<file path="config.mk">
export PLATFORM = sky130hd
export DESIGN_NAME = gpio_irq_flat
export DESIGN_NICKNAME = d
export VERILOG_FILES = /design/src/rtl/gpio_pkg.sv /design/src/rtl/gpio_irq_if.sv /design/src/rtl/gpio_irq_filter.sv /design/src/rtl/gpio_irq.sv /design/src/flat_wrapper.sv
export SDC_FILE = /design/constraint.sdc
export NUM_CORES = 1
export LEC_CHECK = 0
export ABC_AREA = 1
export CORE_MARGIN = 2
export CORE_UTILIZATION = 55
export CTS_BUF_LIST = sky130_fd_sc_hd__clkbuf_8
export CTS_CLUSTER_SIZE = 24
export DETAILED_ROUTE_END_ITERATION = 7
export PLACE_DENSITY = 0.77
export SETUP_SLACK_MARGIN = 0.4
export SLEW_MARGIN = 15
export SYNTH_ARGS = -nofsm -noshare
export SYNTH_HDL_FRONTEND = slang
export SYNTH_SLANG_ARGS = --single-unit
export TNS_END_PERCENT = 10
</file>
<file path="constraint.sdc">
create_clock -name i_clk -period 1.4 [get_ports i_clk]
set_input_delay 0.28 -clock i_clk [delete_from_list [all_inputs] [get_ports i_clk]]
set_output_delay 0.28 -clock i_clk [all_outputs]
set_load 0.03 [all_outputs]
</file>
<file path="src/rtl/gpio_pkg.sv">
// ----------------------------------------------------------------------------
// gpio_pkg
// Shared definitions for the GPIO block and its interrupt stage.
//   - Register address constants for both decode windows. The gpio_irq
//     addresses are local to that block's own 3-bit window.
//   - Interrupt grouping: IRQ_GROUPS lines, each covering IRQ_GROUP_W pins.
//   - byte_mask(): expands the 4 per-byte write strobes to a 32-bit bit mask.
// ----------------------------------------------------------------------------
package gpio_pkg;

    localparam int GPIO_W = 32;

    // GPIO block register window
    localparam logic [2:0] GPIO_MODE_REG   = 3'd0;
    localparam logic [2:0] GPIO_DATA_REG   = 3'd1;

    // gpio_irq register window
    localparam logic [2:0] IRQ_ENABLE_REG  = 3'd0;
    localparam logic [2:0] IRQ_EDGE_REG    = 3'd1;
    localparam logic [2:0] IRQ_POL_REG     = 3'd2;
    localparam logic [2:0] IRQ_PENDING_REG = 3'd3;
    localparam logic [2:0] IRQ_FILT_REG    = 3'd4;
    localparam logic [2:0] IRQ_SET_REG     = 3'd5;

    localparam int IRQ_GROUPS  = 4;
    localparam int IRQ_GROUP_W = 8;

    function automatic logic [GPIO_W-1:0] byte_mask(input logic [3:0] wr_en);
        logic [GPIO_W-1:0] m;
        for (int b = 0; b < 4; b++) begin
            m[8*b +: 8] = {8{wr_en[b]}};
        end
        return m;
    endfunction

endpackage

</file>
<file path="src/rtl/gpio_irq_if.sv">
// ----------------------------------------------------------------------------
// gpio_irq_if
// Peripheral register bus shared with the GPIO block.
//   i_addr  : 3-bit register select
//   i_din   : 32-bit write data
//   i_wr_en : per-byte write strobes, bit k covers i_din[8k+7:8k]
//   o_dout  : combinational read data for i_addr
// The master modport is the bus side; the slave modport is the register block.
// ----------------------------------------------------------------------------
interface gpio_irq_if;
    import gpio_pkg::*;

    logic [2:0]        i_addr;
    logic [GPIO_W-1:0] i_din;
    logic [3:0]        i_wr_en;
    logic [GPIO_W-1:0] o_dout;

    modport master (
        output i_addr,
        output i_din,
        output i_wr_en,
        input  o_dout
    );

    modport slave (
        input  i_addr,
        input  i_din,
        input  i_wr_en,
        output o_dout
    );

endinterface

</file>
<file path="src/rtl/gpio_irq_filter.sv">
// ----------------------------------------------------------------------------
// gpio_irq_filter
// Single-pin stability filter.
//   i_clk, i_rstb : clock and asynchronous active-low reset
//   i_pin         : synchronised pin value, sampled every clock
//   o_filt_q      : current filtered value
//   o_filt_d      : next filtered value (lets the parent see a transition
//                   in the same cycle that o_filt_q will update)
// The filtered value only moves once FILTER_DEPTH consecutive samples agree,
// so pulses shorter than FILTER_DEPTH clocks are swallowed.
// ----------------------------------------------------------------------------
module gpio_irq_filter #(
    parameter int FILTER_DEPTH = 3
) (
    input  logic i_clk,
    input  logic i_rstb,
    input  logic i_pin,
    output logic o_filt_q,
    output logic o_filt_d
);

    logic [FILTER_DEPTH-1:0] sh_q;
    logic [FILTER_DEPTH-1:0] sh_d;
    logic                    filt_q;
    logic                    filt_d;

    // sh_q[0] is the newest sample. Shifting left with an OR-ed sized cast
    // works for every depth, including a 1-bit register.
    always_comb begin
        sh_d = (sh_q << 1) | (FILTER_DEPTH)'(i_pin);

        filt_d = filt_q;
        if (&sh_q) begin
            filt_d = 1'b1;
        end else if (~|sh_q) begin
            filt_d = 1'b0;
        end
    end

    always_ff @(posedge i_clk or negedge i_rstb) begin
        if (!i_rstb) begin
            sh_q   <= '0;
            filt_q <= 1'b0;
        end else begin
            sh_q   <= sh_d;
            filt_q <= filt_d;
        end
    end

    assign o_filt_q = filt_q;
    assign o_filt_d = filt_d;

endmodule

</file>
<file path="src/rtl/gpio_irq.sv">
// ----------------------------------------------------------------------------
// gpio_irq
// Glitch filter, event detection and grouped interrupts for 32 GPIO pins.
//   i_clk, i_rstb : clock and asynchronous active-low reset
//   bus           : register bus (slave side)
//                     0 ENABLE  RW     per-pin interrupt enable
//                     1 EDGE    RW     1 = edge mode, 0 = level mode
//                     2 POL     RW     1 = rising/high, 0 = falling/low
//                     3 PENDING RW1C   edge: latched events, level: live state
//                     4 FILT    RO     filtered pin values
//                     5 SET     W1S    sets pending bits, reads 0
//                     6-7              read 0, writes ignored
//   i_gpio_sync   : pins already double-flopped by the GPIO block
//   o_irq         : o_irq[k] = OR of enabled pending bits 8k..8k+7
// ----------------------------------------------------------------------------
module gpio_irq
    import gpio_pkg::*;
#(
    parameter int FILTER_DEPTH = 3
) (
    input  logic                  i_clk,
    input  logic                  i_rstb,
    gpio_irq_if.slave             bus,
    input  logic [GPIO_W-1:0]     i_gpio_sync,
    output logic [IRQ_GROUPS-1:0] o_irq
);

    logic [GPIO_W-1:0] enable_q,  enable_d;
    logic [GPIO_W-1:0] edge_en_q, edge_en_d;
    logic [GPIO_W-1:0] pol_q,     pol_d;
    logic [GPIO_W-1:0] pend_q,    pend_d;

    logic [GPIO_W-1:0] filt_q;
    logic [GPIO_W-1:0] filt_d;

    logic [GPIO_W-1:0] wmask;
    logic [GPIO_W-1:0] w1c;
    logic [GPIO_W-1:0] w1s;
    logic [GPIO_W-1:0] rise;
    logic [GPIO_W-1:0] fall;
    logic [GPIO_W-1:0] evt;
    logic [GPIO_W-1:0] pend_eff;
    logic [GPIO_W-1:0] irq_src;

    for (genvar i = 0; i < GPIO_W; i++) begin : g_filt
        gpio_irq_filter #(
            .FILTER_DEPTH (FILTER_DEPTH)
        ) u_filt (
            .i_clk    (i_clk),
            .i_rstb   (i_rstb),
            .i_pin    (i_gpio_sync[i]),
            .o_filt_q (filt_q[i]),
            .o_filt_d (filt_d[i])
        );
    end

    // Register writes, W1C/W1S decode and pending update.
    always_comb begin
        wmask = byte_mask(bus.i_wr_en);

        enable_d  = enable_q;
        edge_en_d = edge_en_q;
        pol_d     = pol_q;
        w1c       = '0;
        w1s       = '0;

        case (bus.i_addr)
            IRQ_ENABLE_REG:  enable_d  = (enable_q  & ~wmask) | (bus.i_din & wmask);
            IRQ_EDGE_REG:    edge_en_d = (edge_en_q & ~wmask) | (bus.i_din & wmask);
            IRQ_POL_REG:     pol_d     = (pol_q     & ~wmask) | (bus.i_din & wmask);
            IRQ_PENDING_REG: w1c       = bus.i_din & wmask;
            IRQ_SET_REG:     w1s       = bus.i_din & wmask;
            default: ;
        endcase

        // Events come only from filter transitions, never from EDGE/POL writes.
        rise = filt_d & ~filt_q;
        fall = ~filt_d & filt_q;
        evt  = edge_en_q & ((pol_q & rise) | (~pol_q & fall));

        // The event term is OR-ed after the clear so a coincident event wins.
        // Level-mode bits store nothing, so a later switch to edge mode
        // always starts with a clear pending bit.
        pend_d = edge_en_q & ((pend_q & ~w1c) | w1s | evt);

        // Level-mode pending is the live comparison of the pin with POL.
        pend_eff = (edge_en_q & pend_q) | (~edge_en_q & ~(filt_q ^ pol_q));
        irq_src  = pend_eff & enable_q;
    end

    always_comb begin
        o_irq = '0;
        for (int k = 0; k < IRQ_GROUPS; k++) begin
            o_irq[k] = |irq_src[k*IRQ_GROUP_W +: IRQ_GROUP_W];
        end
    end

    always_comb begin
        case (bus.i_addr)
            IRQ_ENABLE_REG:  bus.o_dout = enable_q;
            IRQ_EDGE_REG:    bus.o_dout = edge_en_q;
            IRQ_POL_REG:     bus.o_dout = pol_q;
            IRQ_PENDING_REG: bus.o_dout = pend_eff;
            IRQ_FILT_REG:    bus.o_dout = filt_q;
            default:         bus.o_dout = '0;
        endcase
    end

    always_ff @(posedge i_clk or negedge i_rstb) begin
        if (!i_rstb) begin
            enable_q  <= '0;
            edge_en_q <= '0;
            pol_q     <= '0;
            pend_q    <= '0;
        end else begin
            enable_q  <= enable_d;
            edge_en_q <= edge_en_d;
            pol_q     <= pol_d;
            pend_q    <= pend_d;
        end
    end

endmodule
</file>
<file path="src/flat_wrapper.sv">
// flat-port wrapper written by rule: the top's interface ports become plain ports
module gpio_irq_flat import gpio_pkg::*;
#(
    parameter int FILTER_DEPTH = 3
)
  (i_clk, i_rstb, i_gpio_sync, o_irq, bus_i_addr, bus_i_din, bus_i_wr_en, bus_o_dout);
  gpio_irq_if bus_i ();
  input  logic i_clk;
  input  logic i_rstb;
  input  logic [GPIO_W-1:0] i_gpio_sync;
  output logic [IRQ_GROUPS-1:0] o_irq;
  input wire logic [$bits(bus_i.i_addr)-1:0] bus_i_addr;
  input wire logic [$bits(bus_i.i_din)-1:0] bus_i_din;
  input wire logic [$bits(bus_i.i_wr_en)-1:0] bus_i_wr_en;
  output wire logic [$bits(bus_i.o_dout)-1:0] bus_o_dout;
  assign bus_i.i_addr = bus_i_addr;
  assign bus_i.i_din = bus_i_din;
  assign bus_i.i_wr_en = bus_i_wr_en;
  assign bus_o_dout = bus_i.o_dout;
  gpio_irq #(.FILTER_DEPTH(FILTER_DEPTH)) u_core (.i_clk(i_clk), .i_rstb(i_rstb), .bus(bus_i), .i_gpio_sync(i_gpio_sync), .o_irq(o_irq));
endmodule
</file>
[After elaboration in Yosys (flattened, before gate mapping)]
Index checks and enable logic that the tools add are counted.
Word-level totals
  latch bits: 0
  input port bits: 73
  output and inout bits: 36
  flip-flop bits (word level): 256
  RAM bits: 0
  bits in read-only memories: 0
  memories kept: 0
Operators by class
  reductions and logical operators: 69
  bitwise operators: 61
  magnitude comparators: 0
  div/mod/pow operators: 0
  equality and inequality tests: 5
  multiply operators: 0
  muxes and demuxes: 67
  add/subtract/negate cells: 0
  shifts and indexed selects: 0
Operator list (count)
  32-bit bitwise AND: 14
  32-bit inverter: 7
  32-bit OR: 7
  32-bit one-hot mux with 5 select lines: 1
  3-bit by 1-bit OR with 3-bit output: 32
  3-bit AND reduction: 32
  3-bit OR reduction: 32
  1-bit two-way mux: 64
  32-bit two-way mux: 2
  8-bit OR reduction: 4
  32-bit XOR: 1
  3-bit by 2-bit == test with 1-bit output, second input constant: 2
  3-bit == test, second input constant: 2
  3-bit by 1-bit == test with 1-bit output, second input constant: 1
  3-bit logical NOT: 1

[Longest topological paths before layout]
Gate-level depths: netlist of run 1.
  word-level depth: 10
  mapped depth: 8
  mapped depth without buffers: 8

[By module]
Synthesis of run 1 repeated with hierarchy kept, for this count alone.
Second synthesis, totals
  cell total of the unflattened synthesis: 1469
  area, all modules: 11976.5 sq um
Modules (own cells, without submodules)
  gpio_irq: area an instance 8012.7 sq um, cells each 1149, seq. area each 3203.1 sq um, times used 1
  gpio_irq_filter: area an instance 123.9 sq um, cells each 10, seq. area each 100.1 sq um, times used 32

[Worst setup path after synthesis of run 1]
OpenSTA, ideal clock, no wires.
  path type: input-to-output
  start point: input port bus_i_addr[1]
  end point: output port bus_o_dout[27]
  stages on the path: 8
  path slack: -121 ps
  data arrival time: 1241 ps
  path through: nor2_1 nand2_1 inv_2 clkbuf_1 nand2_1 o21ai_0 nor2_1 nand2_1
Between the ends
  cells in the longest elaborated chain, start to end: 2
Ends and longest elaborated chain
  from (decl): RTL line flat_wrapper.sv:12  | input wire logic [$bits(bus_i.i_addr)-1:0] bus_i_addr;
  3-bit == test (tied with other cells): RTL line gpio_irq.sv:99  | case (bus.i_addr)
  32-bit one-hot mux with 5 select lines (*): RTL line gpio_irq.sv:99
  to (decl): RTL line flat_wrapper.sv:15  | output wire logic [$bits(bus_i.o_dout)-1:0] bus_o_dout;
Every way passes the cells marked *; elsewhere a longest branch is shown, timed or not.

==> results_dict.tcl, run 1 <==
set metrics [dict create \
    status "finished, violations left" \
    violations "negative setup slack" \
    drv_cap 0 \
    antenna_found_initial 0 \
    post-route-period-util_pct 160 \
    clock_path_buffers 3 \
    path_clk_slew_ns 0.07 \
    rows 53 \
    p_total_mw 24.5 \
    cpPeakStageDelay_ns 0.43 \
    cpMostUsedCell "nand2_1" \
    synthMuxAreaShare_pct 0 \
    final_hold_viol_count 0 \
    use_met1_pct 40.3 \
    cts.sinks 256 \
    dpl_cell_area_um2 15700 \
    tightest_slew_ns 0.441 \
    p_leak_nw 9.78 \
    synth_top_area_cell "dfrtp_1" \
    die_area_um2 22900 \
    hold_path_class "in -> reg" \
    hold_ws_ns 0.150 \
    ant_nets 0 \
    met2_usage_pct 58.6 \
    synth_top_family_by_area "simple AND/OR/NAND/NOR gates" \
    final_area_um2 18600 \
    path_max_fanout 3 \
    n_antenna_cell 0 \
    coreArea_um2 21200 \
    crit_slowest_cell "dfrtp_1" \
    setup_violations 39 \
    synth-simple-area-share_pct 25.9 \
    cts_root_buf "clkbuf_8" \
    drt-total-wl_um 43700 \
    worstPathCellList "inv_2 -> nand2_2 -> nand2_1 -> nand2_1 -> nand3_1 -> nand2_1 -> nor2_1 -> nand2_1 -> buf_6" \
    wl_per_cell_um 18.5 \
    yosys_register_bits 256 \
    relSlewSlack_pct 70.6 \
    worstReg2RegEnd "u_core.pend_q[15]$_DFF_PN0_" \
    clk_latency_ns 0.57 \
    critPathKind "reg -> out" \
    skew_ns 0.0124 \
    grt_pass1_wl_um 60600 \
    dieWidth_um 151 \
    drc 0 \
    layout_min_cycle_time_ns 2.24 \
    synth_seq_area_share_pct 53.7 \
    worstPathArrival_ns 1.96 \
    synth-xor-area-share_pct 0 \
    power.density_nw_per_um2 1320 \
    crit_path_end "o_irq[1]" \
    yosys_warnings 0 \
    start_util_pct 56.3 \
    io_pins 109 \
    worstPathRequired_ns 1.12 \
    start_kind "register" \
    cts-buffers-inserted 44 \
    vias 13345 \
    busiest_layer "met2" \
    syn_avg_cell_area_um2 7.63 \
    worst_slack_ns -0.842 \
    synth-compound-area-share_pct 9.74 \
    slew_viol_final 0 \
    r2r_cells 16 \
    drt-pass1-iter-count 5 \
    endpoint_kind "output pin" \
    dp_hpwl_um 22700 \
    grt_max_degree 49 \
    synthToLayoutAreaGrowth_pct 55.8 \
    fmax_mhz 446 \
    place_congestion 0.855 \
    port_buffers 108 \
    avgViaCountPerCell 5.66 \
    nets 2120 \
    rsz0062_at_grt "yes" \
    grt_pass1_vias 12950 \
    syn-num-nets 1636 \
    yosysTopAreaCellShare_pct 53.7 \
    drtIter0Drc 1336 \
    die_h_um 151 \
    synth_area_leaders "dfrtp_1 54%, nand2_1 15%, inv_1 9.1%" \
    cts_htree_levels 2 \
    netlist_instances 1563 \
    drive_above_1_share_pct 38.1 \
    rrSetupSlack_ns -0.63 \
    yosys.cell_types.count 17 \
    grt-ovfl-total 0 \
    final_core_util_pct 87.8 \
    use_met3_pct 5.90 \
    synthAdderAreaFrac_pct 0 \
    peakVddDrop_mv 1.22 \
    syn-cell-area_um2 11900 \
    gr-usage-all-layers_pct 33.7 \
    cts_tree "done" \
]
-- worst max-delay path: cells and delay by family, from the launching register on --
kind	cells	cell delay, ns
buffers and inverters	2	0.25
and+or+nand+nor	7	0.72
DFF	1	0.43
-- final cells by class --
type | count | area, um^2
well taps | 275 | 344
repair buffers | 475 | 4560
fillers | 910 | 2580
inverters | 294 | 1110
flip-flops and latches | 256 | 6410
clock buffers | 59 | 812
multi-input cells | 976 | 5190
clock inverters | 21 | 146
-- synth_stat cells --
master and number:
nor3_4 1, buf_2 14, nor3_2 1, nor2_1 106
inv_1 290, o21ai_1 28, nand2_1 478, nand2_2 4
clkbuf_1 23, nand3_1 99, nor3_1 32, o22ai_1 32
dfrtp_1 256, and3_1 31, o21ai_0 100, a21oi_1 64
inv_2 4
-- cells by family (layout without fill, tap and decap cells) --
| group | Yosys count | in the layout |
|---|---|---|
| buf+inv | 331 | 849 |
| simple gates | 752 | 752 |
| compound gates | 224 | 224 |
| flops | 256 | 256 |
-- layer usage --
metal  up-vias  wire length (um)
li1       5841                 -
met3       285              3780
met4         0              2630
met2       900             22000
met1      6319             15200
met5         -                 0
-- how the worst min path moves through the flow --
stage                          from                                          to  slack [ns]  cells past startpoint
global placement             i_rstb   u_core.g_filt[6].u_filt.sh_q[0]$_DFF_PN0_        0.23                      1
floorplan                    i_rstb                  asynchronous set/reset pin       -0.02                      0
global route        i_gpio_sync[12]  u_core.g_filt[12].u_filt.sh_q[0]$_DFF_PN0_        0.14                      1
detailed placement           i_rstb   u_core.g_filt[6].u_filt.sh_q[1]$_DFF_PN0_        0.23                      1
finish               i_gpio_sync[7]   u_core.g_filt[7].u_filt.sh_q[0]$_DFF_PN0_        0.15                      1
CTS                 i_gpio_sync[18]  u_core.g_filt[18].u_filt.sh_q[0]$_DFF_PN0_        0.13                      1
-- cell usage in the layout, fill, tap and decap left out, types with 3 or more instances in the layout --
cell	Yosys	layout
nand2_4	0	7
buf_12	0	30
nand3_2	0	50
o22ai_2	0	4
nor3_2	1	23
buf_4	0	263
nand3_4	0	5
and3_4	0	6
nand3_1	99	44
o21ai_0	100	89
nand2_1	478	351
clkdlybuf4s50_1	0	67
o21ai_1	28	35
clkinv_2	0	6
dfrtp_1	256	255
nor2_2	0	12
nor2_4	0	3
buf_6	0	107
nor3_1	32	9
inv_2	4	72
a21oi_1	64	63
o22ai_1	32	26
and3_1	31	25
nor2_1	106	91
nand2_2	4	124
clkbuf_8	0	59
o21ai_2	0	4
inv_1	290	231
-- per-stage QoR --
step / worst slack (ns) / setup TNS, ns / cells
6_report: -0.842 / -22.30 / 2356
5_1_grt: -0.866 / -24.70 / 2356
4_1_cts: -0.681 / -20.93 / 2323
3_5_place_dp: -0.708 / -86.47 / 2188
3_3_place_gp: -0.659 / -77.50 / 2188
2_1_floorplan: 0.0415 / 0 / 1563
-- power breakdown --
| group | internal (mW) | switching, mW |
|---|---|---|
| Combinational | 3.95 | 4.07 |
| Sequential | 8.27 | 0.801 |
| Clock | 4.13 | 3.24 |
| Total | 16.4 | 8.12 |
-- timing repair --
item / CTS / global route
setup buffers: 52 / 33
setup endpoints to repair: 164 / 152
endpoints found under the hold margin: 139 / 0
hold buffers: 1 / 0
cloned: 2 / 0
resized for setup: 196 / 252
pin swaps: 122 / 143
No activity file was read; power rests on OpenSTA's default activity.
==> run 2, diff against run 1 <==
CAP_MARGIN = 25   (was not set)
==> results of run 2 <==
The final DEF is identical to that of run 1; final timing and power are the same.
==> run 3, diff against run 2 <==
CTS_CLUSTER_SIZE = 28   (was 24)
==> results of run 3 <==
The final DEF is identical to that of run 1; final timing and power are the same.
